--- src/rtl/dataflow_pkg.sv ---
// Shared definitions for the conditional-dataflow branch/merge blocks.
// Token buses carry the valid flag in their MSB, above the payload.
package dataflow_pkg;

    localparam logic STEER_LEFT  = 1'b0;
    localparam logic STEER_RIGHT = 1'b1;

    typedef enum logic {
        SLOT_EMPTY = 1'b0,
        SLOT_FULL  = 1'b1
    } slot_state_t;

    // Callers zero-extend the bus to 64 bits and pass the index of its MSB.
    function automatic logic tok_valid(input logic [63:0] bus, input logic [5:0] msb);
        return bus[msb];
    endfunction

endpackage

--- src/rtl/simple_steer_token_slot.sv ---
// One-entry token register with a full flag.
// A load on the same edge as a drain leaves the slot full with the new token.
module token_slot
    import dataflow_pkg::*;
#(
    parameter int W = 8
) (
    input  logic         clk,
    input  logic         reset,
    input  logic         i_load,
    input  logic         i_drain,
    input  logic [W-1:0] i_data,
    output logic         o_full,
    output logic         o_ready,
    output logic [W-1:0] o_data
);

    slot_state_t  r_state;
    logic [W-1:0] r_data;

    // Slot occupancy and payload; load wins over drain.
    always_ff @(posedge clk) begin
        if (reset) begin
            r_state <= SLOT_EMPTY;
            r_data  <= {W{1'b0}};
        end else if (i_load) begin
            r_state <= SLOT_FULL;
            r_data  <= i_data;
        end else if (i_drain) begin
            r_state <= SLOT_EMPTY;
        end else begin
            r_state <= r_state;
        end
    end

    assign o_full  = (r_state == SLOT_FULL);
    assign o_ready = !o_full || i_drain;
    // An empty slot presents zero payload so stale data never leaks out.
    assign o_data  = o_full ? r_data : {W{1'b0}};

endmodule

--- src/rtl/simple_steer.sv ---
// Dataflow branch: pairs a data token with a steer token and routes it left or right.
// Optional per-side fire counters are enabled with SIMPLE_STEER_STATS_EN.
module simple_steer
    import dataflow_pkg::*;
#(
    parameter int WIDTH = 8
) (
    input  logic             clk,
    input  logic             reset,
    input  logic [WIDTH:0]   in_data,
    output logic             in_back_stop,
    input  logic [1:0]       steer,
    output logic             steer_back_stop,
    output logic [WIDTH:0]   left_data,
    input  logic             left_down_stop,
    output logic [WIDTH:0]   right_data,
    input  logic             right_down_stop
`ifdef SIMPLE_STEER_STATS_EN
    ,
    output logic [15:0]      left_count,
    output logic [15:0]      right_count
`endif
);

    logic             w_d_full, w_d_ready, w_d_load;
    logic             w_s_full, w_s_ready, w_s_load, w_s_dir;
    logic             w_l_full, w_l_ready, w_l_drain;
    logic             w_r_full, w_r_ready, w_r_drain;
    logic             w_fire, w_fire_l, w_fire_r;
    logic [WIDTH-1:0] w_d_data, w_l_data, w_r_data;

    assign w_l_drain = w_l_full && !left_down_stop;
    assign w_r_drain = w_r_full && !right_down_stop;

    // A stalled target holds both D and S even when the other side is free.
    assign w_fire   = w_d_full && w_s_full &&
                      ((w_s_dir == STEER_RIGHT) ? w_r_ready : w_l_ready);
    assign w_fire_l = w_fire && (w_s_dir == STEER_LEFT);
    assign w_fire_r = w_fire && (w_s_dir == STEER_RIGHT);

    assign w_d_load = tok_valid(64'(in_data), 6'(WIDTH)) && w_d_ready;
    assign w_s_load = steer[1] && w_s_ready;

    assign in_back_stop    = !w_d_ready;
    assign steer_back_stop = !w_s_ready;
    assign left_data       = {w_l_full, w_l_data};
    assign right_data      = {w_r_full, w_r_data};

    token_slot #(.W(WIDTH)) u_d_slot (
        .clk(clk), .reset(reset), .i_load(w_d_load), .i_drain(w_fire),
        .i_data(in_data[WIDTH-1:0]), .o_full(w_d_full), .o_ready(w_d_ready), .o_data(w_d_data)
    );

    token_slot #(.W(1)) u_s_slot (
        .clk(clk), .reset(reset), .i_load(w_s_load), .i_drain(w_fire),
        .i_data(steer[0]), .o_full(w_s_full), .o_ready(w_s_ready), .o_data(w_s_dir)
    );

    token_slot #(.W(WIDTH)) u_l_slot (
        .clk(clk), .reset(reset), .i_load(w_fire_l), .i_drain(w_l_drain),
        .i_data(w_d_data), .o_full(w_l_full), .o_ready(w_l_ready), .o_data(w_l_data)
    );

    token_slot #(.W(WIDTH)) u_r_slot (
        .clk(clk), .reset(reset), .i_load(w_fire_r), .i_drain(w_r_drain),
        .i_data(w_d_data), .o_full(w_r_full), .o_ready(w_r_ready), .o_data(w_r_data)
    );

`ifdef SIMPLE_STEER_STATS_EN
    logic [15:0] r_left_count;
    logic [15:0] r_right_count;

    // Per-side fire counters, wrapping naturally at 16 bits.
    always_ff @(posedge clk) begin
        if (reset) begin
            r_left_count  <= 16'h0000;
            r_right_count <= 16'h0000;
        end else if (w_fire_l) begin
            r_left_count  <= r_left_count + 16'd1;
        end else if (w_fire_r) begin
            r_right_count <= r_right_count + 16'd1;
        end else begin
            r_left_count  <= r_left_count;
        end
    end

    assign left_count  = r_left_count;
    assign right_count = r_right_count;
`endif

endmodule

--- config.mk ---
export PLATFORM = sky130hd
export DESIGN_NAME = simple_steer
export DESIGN_NICKNAME = d
export VERILOG_FILES = /design/src/rtl/dataflow_pkg.sv /design/src/rtl/simple_steer_token_slot.sv /design/src/rtl/simple_steer.sv
export SDC_FILE = /design/constraint.sdc
export NUM_CORES = 1
export LEC_CHECK = 0
export BUFFER_PORTS_ARGS = -buffer_cell sky130_fd_sc_hd__buf_2
export CAP_MARGIN = 25
export CORE_UTILIZATION = 58
export CTS_CLUSTER_SIZE = 12
export DETAILED_ROUTE_END_ITERATION = 10
export GPL_ROUTABILITY_DRIVEN = 0
export PLACE_DENSITY = 0.82
export SYNTH_ARGS = -nofsm -noshare
export SYNTH_HDL_FRONTEND = slang
export SYNTH_SLANG_ARGS = --single-unit
--- constraint.sdc ---
create_clock -name clk -period 3.2 [get_ports clk]
set_input_delay 0.16 -clock clk [delete_from_list [all_inputs] [get_ports clk]]
set_output_delay 0.16 -clock clk [all_outputs]
set_load 0.005 [all_outputs]
==> run metrics <==
routed vias 1470; post-route ant nets 0; clk slew on worst S/H paths about 90 ps; # resized after CTS 0; Async S/R FF share, synth 0%; synthesized area between 1500 and 2000 sq um; Post-Syn Instances around 190; Max stage delay on crit path 790 ps; GRT Total Usage 26.3%; delay-heaviest family, CP flip-flops; drt first pass iters 5; PwrDens ~440 nW/um^2; Area Overhead vs Synth 11.1%; Slew Limit Fails 0; CP required 3040 ps; Final #Nets between 200 and 250; synth unique cells 35; Die ar. 3040 sq um; CTS tree done; ANT cells 0; clock buffer depth 2; critical path type reg2out; register bit total from synthesis 29; RSZ-0062 raised after global routing no; Fill cells between 200 and 250; synth warn 0; post-synthesis compound-gate area fraction between 10% and 20%; Setup TNS 0 ps; first-pass GRT wire length approximately 5600 um; fin crit share around three fifths; Die Y 55.1 um; switching part of the total power about a quarter; row cnt 18; CTS H-tree lvls 2; HP Class in2reg; max cap viols 0; Reg power frac approximately half; WP buf/inv 2; area share of and/or/nand/nor cells after synthesis 33.2%; largest net degree at the start of global routing 33; Max VDD drop roughly 0.35 mV; Core Box Area approximately 2600 sq um; register area about 580 sq um; crit path launch type flop; Gate power share between 10% and 20%; DRC Markers 0; initial antenna violation count 0; WL final 3610 um; Clock Latency Late Sink between 300 and 400 ps; num ports 35; CP arrival ~1800 ps; xor-xnor portion of the synthesized cell area 0%; Root Driver clkbuf_4; fmax 0.506 GHz; fin crit period 1980 ps; Post-DP HPWL approximately 2400 um; Synthesized Nets about 210; leakage 0.766 nW; top-count cell post-synth dfxtp_1; WL per Instance 14.7 um; total power 791 uW; Initial Utilization 63.7%; outcome completed; area leader, netlist dfxtp_1; Crit-path slowest cell dfxtp_1; TritonCTS Buffers 5; Chip Width roughly 55 um; Mean Syn Cell Area between 8 and 9 sq um; final setup fails 0; Setup Skew 9.17 ps; Area contributors post-synth dfxtp_1 (36%), or4_1 (6.9%), and2_1 (6.1%); Fin. Hold Viols 0; DR vias/cell roughly 6; Post-CTS Setup Inserts 0; commonest cells in the synthesized netlist dfxtp_1 (29), nand2_1 (18), and2_1 (16), or4_1 (15), a21oi_1 (12); post-synthesis mux area share 5.59%; vias in the first global route approximately 1200; CTS Hold Bufs 0; footprint of the multi-input gates 917 sq um; Worst-Margin Slew 724 ps; Main synth FF type dfxtp_1; Sink Count 29; Synth Area in Adders 0%; I/O Buffers 34; clock share of power approximately 40%; ratio of cells with drive above 1 in the final layout 22.3%; CP Capture Type output pin; Psw 196 uW; Int Pwr approximately 600 uW; post-synthesis sequential area ratio 35.5%; Post-synth EDFFs 0; critical path peak fanout 21; area share of the largest cell type after synthesis between 30% and 40%; largest family of logic cells by synthesized area simple AND/OR/NAND/NOR gates; initial DRC count between 40 and 50; worst path cell trace a21boi_2 > a221o_1 > inv_1 > buf_2; Overflow after GRT 0; Slew HR 51.7%
placed cells by master (no fill, tap or decap), types with 2 or more instances in the layout:
cell type / instances
a31oi_1: 8
nor2b_1: 4
nand2_1: 18
mux2i_1: 8
a21oi_1: 12
and2_1: 16
o211ai_1: 7
buf_2: 34
or4_1: 15
nor3b_1: 8
nand3_1: 7
nand3b_1: 7
and3_1: 2
inv_1: 6
o31ai_1: 10
dfxtp_1: 29
clkbuf_4: 5
and3b_1: 2
logic make-up (layout without fill, tap and decap cells):
group | count (synthesis) | count (layout)
buf+inv | 27 | 49
flops | 29 | 29
mux | 9 | 9
compound gates | 42 | 42
simple gates | 86 | 86
area by class of cell:
class / count / area share [%]
clock buffers: 7 / 3.03
clock inverters: 1 / 1.65
inverters: 7 / 1.45
multi-input cells: 137 / 50.5
flip-flops and latches: 29 / 32.0
well taps: 30 / 2.07
repair buffers: 34 / 9.37
path summary, 6_finish.rpt:
kind | startpoint | endpoint | slack, ps | depth (start not counted)
max | u_d_slot.o_full | steer_back_stop | 1220 | 4
max reg2reg | u_d_slot.o_full | u_r_slot.r_data[7] | 1330 | 3
min reg2reg | u_l_slot.r_data[3] | u_l_slot.r_data[3] | 470 | 2
min | steer[1] | u_s_slot.o_full | 90 | 3
per-stage QoR:
stage / cell area, sq um / std cells / hold WS [ps] / util, % / worst slack, ps
floorplan: 1640 / 193 / 289 / - / 1850
global placement: 1730 / 237 / 419 / 67.4 / 1450
detailed placement: 1730 / 237 / 425 / 67.4 / 1340
CTS: 1820 / 245 / 70.4 / 70.8 / 1220
global route: 1820 / 245 / 90.9 / 70.8 / 1060
finish: 1820 / 245 / 85.0 / 70.8 / 1220
worst min-delay path, cell delays in order:
cell,delay (ps)
buf_2,110
inv_1,50
a21oi_1,50
sequential cells by signal, summed over array words and instances (netlist names):
name / cells
u_s_slot.o_full: 1
u_s_slot.r_data: 1
u_r_slot.r_data: 8
u_d_slot.r_data: 8
u_d_slot.o_full: 1
u_r_slot.o_full: 1
u_l_slot.o_full: 1
u_l_slot.r_data: 8
power groups by stage:
stage               Sequential [mW]  Clock (mW)  Combinational [mW]
floorplan                     0.391           0              0.0690
global placement              0.399           0              0.0809
detailed placement            0.400           0              0.0835
CTS                           0.391       0.321              0.0839
global route                  0.395       0.336              0.0941
finish                        0.392       0.315              0.0846
routing by layer:
layer | track usage, % | vias up | part of all wire [%]
met5 | 0 | - | 0
met4 | 10.4 | 0 | 2.2
met3 | 7.92 | 11 | 6.7
met2 | 42.0 | 57 | 47
met1 | 33.0 | 659 | 44
li1 | - | 743 | -
Note: power is estimated with default switching activity, not from simulation.
